==> config.mk <==
export PLATFORM = sky130hd
export DESIGN_NAME = wb_reg_arbiter
export DESIGN_NICKNAME = d
export VERILOG_FILES = /design/src/rtl/wb_reg_arbiter.sv
export SDC_FILE = /design/constraint.sdc
export NUM_CORES = 1
export LEC_CHECK = 0
export BUFFER_PORTS_ARGS = -buffer_cell sky130_fd_sc_hd__buf_2
export CAP_MARGIN = 20
export CORE_ASPECT_RATIO = 0.75
export CORE_MARGIN = 2
export CORE_UTILIZATION = 33
export CTS_CLUSTER_SIZE = 25
export DETAILED_ROUTE_END_ITERATION = 12
export HOLD_SLACK_MARGIN = 0.03
export SYNTH_ARGS = -nofsm -noshare
export SYNTH_HDL_FRONTEND = slang
export SYNTH_SLANG_ARGS = --single-unit
==> constraint.sdc <==
create_clock -name clk_i -period 4.1 [get_ports clk_i]
set_input_delay 0 -clock clk_i [delete_from_list [all_inputs] [get_ports clk_i]]
set_output_delay 0 -clock clk_i [all_outputs]
set_load 0.1 [all_outputs]
==> src/rtl/wb_reg_arbiter.sv <==
// Two-master round-robin arbiter in front of a pipelined Wishbone register slave.
// One access in flight at a time; a stuck slave is answered with err after TIMEOUT_CYCLES.
module wb_reg_arbiter #(
  parameter int unsigned ADDR_WIDTH     = 8,
  parameter int unsigned DATA_WIDTH     = 32,
  parameter int unsigned TIMEOUT_CYCLES = 16
) (
  input  logic                    clk_i,
  input  logic                    rst_i,
  input  logic                    m0_wb_cyc_i,
  input  logic                    m0_wb_stb_i,
  input  logic [ADDR_WIDTH-1:0]   m0_wb_adr_i,
  input  logic [DATA_WIDTH/8-1:0] m0_wb_sel_i,
  input  logic                    m0_wb_we_i,
  input  logic [DATA_WIDTH-1:0]   m0_wb_dat_i,
  output logic                    m0_wb_ack_o,
  output logic                    m0_wb_err_o,
  output logic                    m0_wb_rty_o,
  output logic                    m0_wb_stall_o,
  output logic [DATA_WIDTH-1:0]   m0_wb_dat_o,
  input  logic                    m1_wb_cyc_i,
  input  logic                    m1_wb_stb_i,
  input  logic [ADDR_WIDTH-1:0]   m1_wb_adr_i,
  input  logic [DATA_WIDTH/8-1:0] m1_wb_sel_i,
  input  logic                    m1_wb_we_i,
  input  logic [DATA_WIDTH-1:0]   m1_wb_dat_i,
  output logic                    m1_wb_ack_o,
  output logic                    m1_wb_err_o,
  output logic                    m1_wb_rty_o,
  output logic                    m1_wb_stall_o,
  output logic [DATA_WIDTH-1:0]   m1_wb_dat_o,
  output logic                    s_wb_cyc_o,
  output logic                    s_wb_stb_o,
  output logic                    s_wb_we_o,
  output logic [ADDR_WIDTH-1:0]   s_wb_adr_o,
  output logic [DATA_WIDTH/8-1:0] s_wb_sel_o,
  output logic [DATA_WIDTH-1:0]   s_wb_dat_o,
  input  logic                    s_wb_ack_i,
  input  logic                    s_wb_err_i,
  input  logic                    s_wb_rty_i,
  input  logic                    s_wb_stall_i,
  input  logic [DATA_WIDTH-1:0]   s_wb_dat_i,
  output logic [1:0]              grant_o,
  output logic                    timeout_o
);

  localparam int unsigned SelW = DATA_WIDTH / 8;
  localparam logic [7:0] TimeoutCnt = 8'(TIMEOUT_CYCLES);

  typedef enum logic [1:0] {StIdle, StIssue, StWait, StResp} state_e;

  state_e                 state_q, state_d;
  logic                   owner_q, owner_d;
  logic                   last_q, last_d;
  logic [1:0]             grant_q, grant_d;
  logic [7:0]             cnt_q, cnt_d;
  logic [ADDR_WIDTH-1:0]  adr_q, adr_d;
  logic [SelW-1:0]        sel_q, sel_d;
  logic                   we_q, we_d;
  logic [DATA_WIDTH-1:0]  wdat_q, wdat_d;
  logic [1:0]             ack_q, ack_d, err_q, err_d, rty_q, rty_d;
  logic [1:0][DATA_WIDTH-1:0] rdat_q, rdat_d;
  logic                   tmo_q, tmo_d;

  logic req0, req1, win, accept, own_cyc, s_resp;

  assign req0    = m0_wb_cyc_i & m0_wb_stb_i;
  assign req1    = m1_wb_cyc_i & m1_wb_stb_i;
  // On a tie the master that was not served last wins.
  assign win     = (req0 & req1) ? ~last_q : req1;
  assign accept  = (state_q == StIdle) & (req0 | req1) & ~rst_i;
  assign own_cyc = owner_q ? m1_wb_cyc_i : m0_wb_cyc_i;
  assign s_resp  = s_wb_ack_i | s_wb_err_i | s_wb_rty_i;

  always_comb begin
    state_d = state_q;
    owner_d = owner_q;
    last_d  = last_q;
    grant_d = grant_q;
    cnt_d   = cnt_q;
    adr_d   = adr_q;
    sel_d   = sel_q;
    we_d    = we_q;
    wdat_d  = wdat_q;
    ack_d   = '0;
    err_d   = '0;
    rty_d   = '0;
    rdat_d  = '0;
    tmo_d   = 1'b0;
    unique case (state_q)
      StIdle: begin
        if (accept) begin
          owner_d = win;
          grant_d = win ? 2'b10 : 2'b01;
          adr_d   = win ? m1_wb_adr_i : m0_wb_adr_i;
          sel_d   = win ? m1_wb_sel_i : m0_wb_sel_i;
          we_d    = win ? m1_wb_we_i  : m0_wb_we_i;
          wdat_d  = win ? m1_wb_dat_i : m0_wb_dat_i;
          cnt_d   = '0;
          state_d = StIssue;
        end
      end
      StIssue, StWait: begin
        cnt_d = cnt_q + 8'd1;
        if (!own_cyc) begin
          state_d = StIdle;
          grant_d = '0;
          last_d  = owner_q;
        end else if (s_resp && (state_q == StWait || !s_wb_stall_i)) begin
          state_d = StResp;
          if (s_wb_err_i) begin
            err_d[owner_q] = 1'b1;
          end else if (s_wb_rty_i) begin
            rty_d[owner_q] = 1'b1;
          end else begin
            ack_d[owner_q] = 1'b1;
            if (!we_q) rdat_d[owner_q] = s_wb_dat_i;
          end
        end else if (cnt_q + 8'd1 == TimeoutCnt) begin
          state_d        = StResp;
          err_d[owner_q] = 1'b1;
          tmo_d          = 1'b1;
        end else if (state_q == StIssue && !s_wb_stall_i) begin
          state_d = StWait;
        end
      end
      StResp: begin
        state_d = StIdle;
        grant_d = '0;
        last_d  = owner_q;
      end
      default: state_d = StIdle;
    endcase
  end

  always_ff @(posedge clk_i) begin
    if (rst_i) begin
      state_q <= StIdle;
      owner_q <= 1'b0;
      last_q  <= 1'b1;
      grant_q <= '0;
      cnt_q   <= '0;
      adr_q   <= '0;
      sel_q   <= '0;
      we_q    <= 1'b0;
      wdat_q  <= '0;
      ack_q   <= '0;
      err_q   <= '0;
      rty_q   <= '0;
      rdat_q  <= '0;
      tmo_q   <= 1'b0;
    end else begin
      state_q <= state_d;
      owner_q <= owner_d;
      last_q  <= last_d;
      grant_q <= grant_d;
      cnt_q   <= cnt_d;
      adr_q   <= adr_d;
      sel_q   <= sel_d;
      we_q    <= we_d;
      wdat_q  <= wdat_d;
      ack_q   <= ack_d;
      err_q   <= err_d;
      rty_q   <= rty_d;
      rdat_q  <= rdat_d;
      tmo_q   <= tmo_d;
    end
  end

  assign s_wb_cyc_o    = (state_q == StIssue) | (state_q == StWait);
  assign s_wb_stb_o    = (state_q == StIssue);
  assign s_wb_we_o     = we_q;
  assign s_wb_adr_o    = adr_q;
  assign s_wb_sel_o    = sel_q;
  assign s_wb_dat_o    = wdat_q;
  assign grant_o       = grant_q;
  assign timeout_o     = tmo_q;

  assign m0_wb_ack_o   = ack_q[0];
  assign m0_wb_err_o   = err_q[0];
  assign m0_wb_rty_o   = rty_q[0];
  assign m0_wb_dat_o   = rdat_q[0];
  assign m0_wb_stall_o = req0 & ~(accept & ~win);
  assign m1_wb_ack_o   = ack_q[1];
  assign m1_wb_err_o   = err_q[1];
  assign m1_wb_rty_o   = rty_q[1];
  assign m1_wb_dat_o   = rdat_q[1];
  assign m1_wb_stall_o = req1 & ~(accept & win);

endmodule
# == Word level (Yosys, flattened, before mapping) ==
# Cells that the tools add are included.
# totals
reg_bits,130
inputBits,132
output_inout_bits,122
word_cells,95
# classes
n_addsub,1
magnitude_cmp,2
eq_ne,7
n_mux,28
bitwise,23
reduce_logical,19
# ops
operator,n
$and 64x64->64,1
$mux 32,2
$demux 32 s1,1
$mux 2,11
$mux 8,2
$pmux 8 s2,1
$pmux 2 s3,2
$reduce_or 6->1,2
$reduce_and 2->1,5
$and 1x1->1,9
$not 1->1,9
$add 8x1->8 const B,1
$eq 8x5->1 const B,1
$reduce_or 7->1,1
$mux 1,6
$ne 5x5->1 const B,1
$eq 2x2->1 const B,2
$mux 4,1
$ne 2x2->1 const B,2
$or 1x1->1,4
$reduce_bool 2->1,2
$reduce_or 4->1,1
$logic_and 1x1->1,3
$reduce_or 3->1,1
9 further kinds,9

# == Depth between registers and ports, before layout ==
# Gate-level depths: netlist of the first run.
# logic_depth
ltp_word,7
ltp_mapped,9
depth_no_buf,7

# == Worst setup path before layout of the first run ==
# No wires, ideal clock.
# synth_timing
path_type,register to register
startpoint,reg state_q[0]
endpoint,"reg rdat_q, in the netlist m0_wb_dat_o[30]"
setup_time_ps,64
t_arrival_ps,2310
required_time_ps,4036
setup_slack_ps,1726
path_stages_with_launch,9
path_buffers,2
period_less_slack_ps,2374
path_cell_list,dfxtp_1 > inv_1 > ha_1 > nor2b_1 > nand3_1 > or2_1 > clkbuf_1 > buf_2 > nor2_1
# synth_between
elab_chain_len,5
elab_cells_between_ends,8
classes_between,eq/ne (2); bitwise (2); reduce/logical (4)
# synth_rtl
item,line_no,source
start: declaration,52,"state_e state_q, state_d;"
start signal: assignment,138,state_q <= StIdle;
start signal: assignment,153,state_q <= state_d;
$eq 2x2->1,"90, 109",
$logic_or 1x1->1,109,end else if (s_resp && (state_q == StWait || !s_wb_stall_i)) begin
$logic_and 1x1->1,109,
$not 1->1 (no source line),-,
$reduce_or 7->1 (no source line) *,-,
end signal: assignment,165,rdat_q <= rdat_d;
end: declaration,62,"logic [1:0][DATA_WIDTH-1:0] rdat_q, rdat_d;"
# Every way passes the cells marked *; elsewhere a longest branch is shown, timed or not.
# A chain may end at the register's enable or synchronous reset.

# == Final worst setup path of the first run ==
# layout_timing
startpoint,reg state_q[0]
endpoint,reg rty_q[1]
# layout_between
elab_chain_len,5
elab_cells_between_ends,8
classes_between,eq/ne (2); bitwise (2); reduce/logical (4)
# layout_rtl
item,line_no,source
$eq 2x2->1,"90, 109",
$logic_or 1x1->1,109,
$logic_and 1x1->1,109,
$not 1->1 (no source line),-,
$reduce_or 6->1 (no source line) *,-,
end signal: assignment,164,rty_q <= rty_d;
end: declaration,61,"logic [1:0] ack_q, ack_d, err_q, err_d, rty_q, rty_d;"
# Marked as above.

==> results.md, run 1 <==
Timing:
- The final hold violation count is 0.
- The worst relative slew slack is 0.419.
- The time the worst path needs with I/O delays and setup is 2.38 ns.
- Setup repair after global routing left no endpoint under its margin.
- Derived from the worst setup path, the maximum achievable clock frequency is 421 MHz.
- The final worst setup slack is 1.72 ns.
- For the final database, setup skew stands at 0.00891 ns.
- The final-report max-slew violation count is 0.
- For the pin with the worst max-slew slack, the measured transition is 0.870 ns.
- The post-route setup TNS is 0 ns.
- On the final layout, the worst hold slack is around 0.055 ns.
- The final clock period utilization by the worst path is 0.579.
- Setup violations remaining at the end of the flow were counted as 0.

Setup path:
- Of all nets on the critical path, the largest fanout is 4.
- STA classifies the critical path endpoint as a flop.
- At the worst endpoint, the arrival time is 2.68 ns.
- The number of buffers and inverters on the critical path is 3.
- The critical path required time is 4.40 ns.
- Walking the worst path, the cells encountered are inv_1 > ha_1 > nor2b_1 > nor2_1 > nand2_1 > dlygate4sd3_1 > nor2_1 > dlygate4sd3_1.
- For this design, the slowest cell found on the critical path is sky130_fd_sc_hd__dlygate4sd3_1.
- The start-to-end type of the worst setup path is flop to flop.
- The worst setup path is launched from a flop.
- On the critical path the largest part of the delay comes from buffers and inverters.
- The delay of the slowest critical-path stage is ~0.57 ns.

Clock tree:
- Counting the buffers created by CTS gives 17.
- The longest clock path from root to sink contains 2 buffers.
- The buffer cell driving the clock tree root is sky130_fd_sc_hd__clkbuf_16.
- The H-tree generated during clock tree synthesis spans 4 levels.
- The number of clock sinks is 130.
- The clock latency on the worst-skew pair is between 0.4 and 0.5 ns.
- Clock-pin slew was measured on the worst setup and hold paths at roughly 0.06 ns.
- The CTS tree is built.
- The number of buffers inserted to repair setup after CTS is 0.

Logic synthesis:
- The number of flops mapped to enable cells by yosys is 0.
- Synthesis handed over a netlist of 507 instances.
- The average footprint of a synthesized cell is 9.63 sq um.
- The most used flip-flop cell after synthesis is sky130_fd_sc_hd__dfxtp_1.
- The distinct cell type count of the synthesized netlist is 42.
- The synthesized flop and latch total is 130.
- Synthesis produced a netlist with a net count of 645.
- The mapped netlist covers 4880 sq um.
- The fraction of the yosys area taken by sequential cells is 0.533.
- Yosys printed 0 warnings.
- For this run, asynchronously set or reset flops after synthesis account for 0.

GRT:
- The number of global-route vias before repair is 4,901.
- The total grt overflow is 0.
- Entering global routing, the biggest net connects 68 pins.
- The initial antenna violation count is 0.
- The first global-routing pass estimated 23,600 um of wire.
- For this run, the total global-route usage over all layers was measured as 0.193.

Detailed routing:
- The DRC violation count after routing is 0.
- The number of nets with antenna violations after routing is 0.
- The number of DRC markers in iteration 0 is 194.
- The total routed wirelength is 15,700 um.
- The first detailed-routing pass ran for 4 iterations.
- The vias after detailed routing is roughly 5,000.
- Dividing the detail-routed wire length by the instance count gives between 10 and 15 um.
- The detail-routed via count per cell is 4.64.

Final layout:
- In the layout the commonest cells are sky130_fd_sc_hd__buf_2 (253), sky130_fd_sc_hd__dlygate4sd3_1 (132), sky130_fd_sc_hd__dfxtp_1 (130).
- The leading cell type in the layout, fill and taps excluded is sky130_fd_sc_hd__buf_2.
- The count of inserted antenna diode cells is 0.
- The filler cell count is 1,213.
- The total number of nets in the final design is 1,021.
- The finished cells cover 8220 sq um.
- The ratio of cells with drive above 1 in the final layout is 0.330.
- The area growth from synthesis to layout is 68.3%.

Min path:
- The path class of the tightest hold or removal check is input port to flop.

Power and ir drop:
- Cell internal power was estimated by the tool at ~2600 uW.
- The power dissipated by switching net loads is between 1000 and 1500 uW.
- The power per unit of standard cell area is between 400 and 500 nW/um^2.
- The share of power burned in combinational logic is 0.269.
- Of the total power, the clock network draws 0.383.
- The share of total power in sequential cells is 0.348.
- The largest vdd supply drop is 0.000256 V.
- Summed over all cells, the static leakage comes to roughly 0.0041 uW.
- The switching share of power is 0.356.

Floorplan:
- The die area is roughly 16,000 sq um.
- The floorplan has 38 rows.
- The count of boundary I/O pins is around 250.
- The chip width is 144 um.
- The vertical die dimension is roughly 110 um.
- The area of the placeable core is 14,500 sq um.
- The initial utilization of the core area, before any placement, comes to 0.338.

Place:
- The cell area reported after detailed placement is 6240 sq um.
- The count of buffers added on input and output ports is 253.
- The routability congestion estimate from global placement is 0.789.
- The setup slack at placement is 1.53 ns.
- Detailed placement finished with a half-perimeter wire length of 9590 um.

Run status:
- The run finished with clean final reports.

Job:
- The tool flagged a number of max-cap violations equal to 0.
## worst min-delay path, delay by kind of cell
family / cells / cell delay, ns
AO/OA/AOI/OAI: 1 / 0.21
buffers and inverters: 1 / 0.09
AND/OR/NAND/NOR: 2 / 0.13
## flip-flops by register name (all words and copies together), names as in the netlist
| register | flops |
|---|---|
| s_wb_adr_o | 8 |
| state_q | 2 |
| owner_q | 1 |
| ack_q | 2 |
| m1_wb_dat_o | 32 |
| cnt_q | 8 |
| grant_o | 2 |
| last_q | 1 |
| s_wb_dat_o | 32 |
| timeout_o | 1 |
| err_q | 2 |
| rty_q | 2 |
| m0_wb_dat_o | 32 |
| s_wb_we_o | 1 |
| s_wb_sel_o | 4 |
## kinds of logic after synthesis
| group | Yosys count | share of synthesized area |
|---|---|---|
| AO/OA/AOI/OAI | 78 | 0.115 |
| multiplexers | 50 | 0.103 |
| AND/OR/NAND/NOR | 200 | 0.187 |
| adder cells (fa/ha/maj) | 6 | 0.0154 |
| buffers and inverters | 43 | 0.0474 |
| flip-flops | 130 | 0.533 |
## power groups by stage
stage	combinational (uW)	sequential, uW	clock, uW
2_1_floorplan	314	1840	0
3_3_place_gp	936	1400	0
3_5_place_dp	943	1400	0
4_1_cts	1050	1380	1550
5_1_grt	1120	1390	1610
6_report	1070	1380	1520
## layout make-up
| class | instances | area (sq um) | share of cell area |
|---|---|---|---|
| Inverter | 10 | 37.5 | 0.00457 |
| Tap cell | 200 | 250 | 0.0305 |
| Multi-Input combinational cell | 334 | 2050 | 0.250 |
| Timing Repair Buffer | 390 | 2680 | 0.326 |
| Clock inverter | 15 | 171 | 0.0209 |
| Sequential cell | 130 | 2600 | 0.317 |
| Clock buffer | 17 | 425 | 0.0518 |
## routing by layer
metal	global-route usage	vias to the layer above	share of wire
met4	0.0943	0	0.032
met1	0.218	2341	0.41
li1	-	2486	-
met5	0	-	0
met2	0.325	219	0.48
met3	0.0679	42	0.077
## synthesized netlist by cell type (2+ instances only)
| library cell | number | area share |
|---|---|---|
| sky130_fd_sc_hd__a211oi_1 | 46 | 0.071 |
| sky130_fd_sc_hd__nor4_1 | 2 | 0.0026 |
| sky130_fd_sc_hd__o21ai_0 | 7 | 0.0072 |
| sky130_fd_sc_hd__clkbuf_1 | 15 | 0.012 |
| sky130_fd_sc_hd__mux2i_1 | 49 | 0.10 |
| sky130_fd_sc_hd__nor2_1 | 121 | 0.093 |
| sky130_fd_sc_hd__or2_1 | 2 | 0.0026 |
| sky130_fd_sc_hd__nor2b_1 | 3 | 0.0038 |
| sky130_fd_sc_hd__buf_4 | 3 | 0.0046 |
| sky130_fd_sc_hd__a21oi_1 | 12 | 0.012 |
| sky130_fd_sc_hd__buf_6 | 4 | 0.0092 |
| sky130_fd_sc_hd__buf_2 | 8 | 0.0082 |
| sky130_fd_sc_hd__nor3b_1 | 2 | 0.0031 |
| sky130_fd_sc_hd__nand2_1 | 15 | 0.012 |
| sky130_fd_sc_hd__nand2b_1 | 36 | 0.046 |
| sky130_fd_sc_hd__and2_1 | 2 | 0.0026 |
| sky130_fd_sc_hd__ha_1 | 6 | 0.015 |
| sky130_fd_sc_hd__nand4b_1 | 2 | 0.0036 |
| sky130_fd_sc_hd__clkbuf_4 | 2 | 0.0031 |
| sky130_fd_sc_hd__dfxtp_1 | 130 | 0.53 |
| sky130_fd_sc_hd__inv_1 | 9 | 0.0069 |
| sky130_fd_sc_hd__nand3_1 | 9 | 0.0092 |
| sky130_fd_sc_hd__nand3b_1 | 2 | 0.0031 |
| sky130_fd_sc_hd__a31oi_1 | 2 | 0.0026 |
## metrics by stage
step | std cells | total power (uW) | util
after floorplan | 507 | 2160 | -
after global placement | 930 | 2340 | 0.432
after detailed placement | 930 | 2350 | 0.432
after CTS | 1093 | 3980 | 0.564
after global routing | 1096 | 4120 | 0.569
final | 1096 | 3960 | 0.569
## final timing paths
kind	startpoint	to	slack [ns]	cells after the start
setup / recovery	state_q[0]$_SDFFE_PP0P_	rty_q[1]$_SDFF_PP0_	1.72	8
setup reg to reg	state_q[0]$_SDFFE_PP0P_	rty_q[1]$_SDFF_PP0_	1.72	8
hold reg to reg	grant_o[0]$_SDFFE_PP0P_	grant_o[0]$_SDFFE_PP0P_	0.47	2
hold / removal	s_wb_ack_i	timeout_o$_SDFF_PP0_	0.06	4
## repair_timing
item | 4_1_cts | 5_1_grt
endpoints found under the hold margin | 116 | 1
hold buffers | 131 | 1
resized for setup | 0 | 0
Power figures use the tool's default switching activity.
==> run 2, diff against run 1 <==
Clock period 4.1 ns to 2.25 ns, I/O delays scaled along.
==> results.md, run 2 (synthesis gave the netlist of run 1 again) <==
Floorplan:
- The die area is between 15,000 and 20,000 sq um.
- The count of boundary I/O pins is 254.
- The chip width is ~140 um.
- Measured along the y axis, the die boundary spans 109 um.
- The area of the placeable core is 14,500 sq um.
- The count of standard-cell rows is 38.
- The initial standard-cell utilization of the core is 0.338.

Clock tree:
- The number of H-tree levels is 4.
- The buffer cell driving the clock tree root is sky130_fd_sc_hd__clkbuf_16.
- Once the clock tree was built, the setup fixing pass inserted 0 buffers.
- The clock input transition at the sequential cells of the worst setup and hold paths is 0.06 ns.
- TritonCTS created 17 clock buffers.
- TritonCTS built the clock tree.
- At the later pin of the worst-skew pair, clock insertion delay measures 0.42 ns.
- The largest buffer count on any clock path is 2.
- The clock net in this run drives a total of 130 sinks.

Timing:
- The post-route setup TNS is 0 ns.
- The final hold violation count is 0.
- The final clock period utilization by the worst path is 0.925.
- The worst pin sits at a relative slew slack of 0.519.
- At the pin with the least slew margin, the transition time is 0.720 ns.
- The worst-case clock skew is 0.00798 ns.
- Based on the critical path, the design can be clocked at up to just under 500 MHz.
- The final-report max-slew violation count is 0.
- Setup repair after global routing left no endpoint under its margin.
- The time the worst path needs with I/O delays and setup is 2.08 ns.
- The final count of negative-setup-slack endpoints is 0.

Detailed routing:
- Before antenna repair, the detailed router went through 5 iterations.
- After detailed routing, the number of remaining DRC violations is 0.
- The number of DRC markers in iteration 0 is 163.
- The detail route stage leaves a number of antenna-violating nets equal to 0.
- The total routed wirelength is 15,800 um.
- After detailed routing, the average wire length per cell comes to 14.3 um.
- The vias after detailed routing is 5,005.
- The detail-routed via count per cell is 4.54.

Setup path:
- The top fanout value on the critical path is 17.
- In this design, the stage delay of the slowest critical-path cell is 0.59 ns.
- The library cell contributing the largest single delay on the critical path is sky130_fd_sc_hd__dlygate4sd3_1.
- Data arrives at the worst endpoint at 2.37 ns.
- The critical path endpoint category is a flop.
- STA classifies the critical path startpoint as a flop.
- The start-to-end type of the worst setup path is flop to flop.
- The family with the most delay on the worst path is buffers and inverters.
- The critical path goes through nand3_1 > nand3_4 > buf_12 > mux2i_1 > dlygate4sd3_1 > a211oi_1.
- Data on the critical path is required at its endpoint by 2.54 ns.
- The startpoint identified for the worst register-to-register timing path is last_q$_SDFFE_PP1P_.
- The worst setup path startpoint is last_q$_SDFFE_PP1P_.
- The critical path contains buffers and inverters numbering 2 combined.

GRT:
- Entering global routing, the biggest net connects 74 pins.
- The initial antenna violation count is 0.
- The number of global-route vias before repair is 4,838.
- Summed over all layers, the global routing overflow is 0.
- The first global-routing pass estimated 23,300 um of wire.
- The overall track demand over capacity in global routing is 0.192.

Power and ir drop:
- The completed layout was analyzed and its total power is 7320 uW.
- In this run the power density over the cells is 887 nW/um^2.
- Across the VDD grid, the largest voltage drop is 0.000506 V.
- The cell leakage power is ~0.004 uW.

Place:
- The detailed placer's ending HPWL is 10,100 um.
- The routability congestion estimate from global placement is between 0.8 and 0.9.
- After detailed placement, the design holds a cell count of 943.
- The number of buffer cells added on primary ports is 253.

Final layout:
- The total number of nets in the final design is 1,028.
- The total area of multi-input combinational cells is approximately 2000 sq um.
- The register area is 2600 sq um.
- The leading cell type in the layout, fill and taps excluded is sky130_fd_sc_hd__buf_2.
- The ratio of cells with drive above 1 in the final layout is 0.340.
- Compared with the post-synthesis result, the final layout area differs by 69.1%.
- The number of antenna diodes in the final layout is 0.
- The layout has approximately 1,200 filler cells.
- The final standard cell count with taps included and fillers excluded is 1,103.
- Leaving out fill and tap cells, the most frequent cells in the layout are sky130_fd_sc_hd__buf_2 (253), sky130_fd_sc_hd__dfxtp_1 (130), sky130_fd_sc_hd__dlygate4sd3_1 (128).

Run status:
- The run finished with clean final reports.

Min path:
- The min-delay analysis places its worst path in the category input port to flop.
- The startpoint identified for the worst hold timing path is s_wb_stall_i.

Job:
- The count of max-cap constraint violations is 0.
run 2: cell types whose count changed in the layout (fill, tap and decap cells not counted):
cell / delta
sky130_fd_sc_hd__clkinvlp_4: +2
sky130_fd_sc_hd__inv_8: +2
sky130_fd_sc_hd__buf_12: +1
sky130_fd_sc_hd__buf_4: +12
sky130_fd_sc_hd__nand3_2: -1
sky130_fd_sc_hd__clkinv_8: +1
sky130_fd_sc_hd__buf_16: -2
sky130_fd_sc_hd__inv_6: -1
sky130_fd_sc_hd__nand3_4: +1
sky130_fd_sc_hd__clkinv_2: -2
sky130_fd_sc_hd__dlygate4sd3_1: -4
sky130_fd_sc_hd__clkinv_4: -2
run 2: layout make-up:
class                   instances  share of cell area
repair buffers                397               0.326
flip-flops and latches        130               0.315
multi-input cells             334               0.250
clock buffers                  17              0.0515
well taps                     200              0.0303
clock inverters                15              0.0229
inverters                      10             0.00455
run 2: timing repair:
action | 4_1_cts | 5_1_grt
hold endpoints to repair | 117 | 0
hold buffers | 128 | 0
setup endpoints to repair | 0 | 31
gates resized for setup | 0 | 1
run 2: worst paths after layout:
check / to / slack [ns] / cells after the start
worst max register to register: s_wb_dat_o[19]$_SDFFE_PP0P_ / 0.17 / 6
worst max-delay path: s_wb_dat_o[19]$_SDFFE_PP0P_ / 0.17 / 6
worst min register to register: grant_o[0]$_SDFFE_PP0P_ / 0.47 / 2
worst min-delay path: state_q[0]$_SDFFE_PP0P_ / 0.1 / 5
run 2: metrics by stage:
stage / setup slack (ns) / util / hold WS (ns) / area (sq um)
after floorplan: -0.124 / - / 0.138 / 4880
after global placement: 0.423 / 0.440 / 0.243 / 6350
after detailed placement: 0.294 / 0.440 / 0.250 / 6350
after CTS: 0.0361 / 0.571 / 0.0849 / 8250
after global routing: 0.0636 / 0.571 / 0.126 / 8260
final: 0.169 / 0.571 / 0.0956 / 8260
run 2: layer usage:
layer	routed length, um	share of wire	up-vias	GRT usage
li1	-	-	2493	-
met1	6670	0.42	2279	0.223
met2	7600	0.48	207	0.328
met3	1170	0.074	26	0.0623
met4	321	0.020	0	0.0825
met5	0	0	-	0
run 2: worst reg2reg max path, stage by stage, from the launching register on:
cell and delay (ns):
sky130_fd_sc_hd__dfxtp_1 0.35, sky130_fd_sc_hd__nand3_1 0.14, sky130_fd_sc_hd__nand3_4 0.28, sky130_fd_sc_hd__buf_12 0.23, sky130_fd_sc_hd__mux2i_1 0.29, sky130_fd_sc_hd__dlygate4sd3_1 0.59
sky130_fd_sc_hd__a211oi_1 0.06
run 2: power by group:
group	internal (uW)	switching (uW)	total, uW	leakage [uW]
logic	581	1400	1980	0.00273
clock network	1680	1150	2830	0.000296
registers	2430	82.4	2510	0.00106
total	4690	2630	7320	0.00408
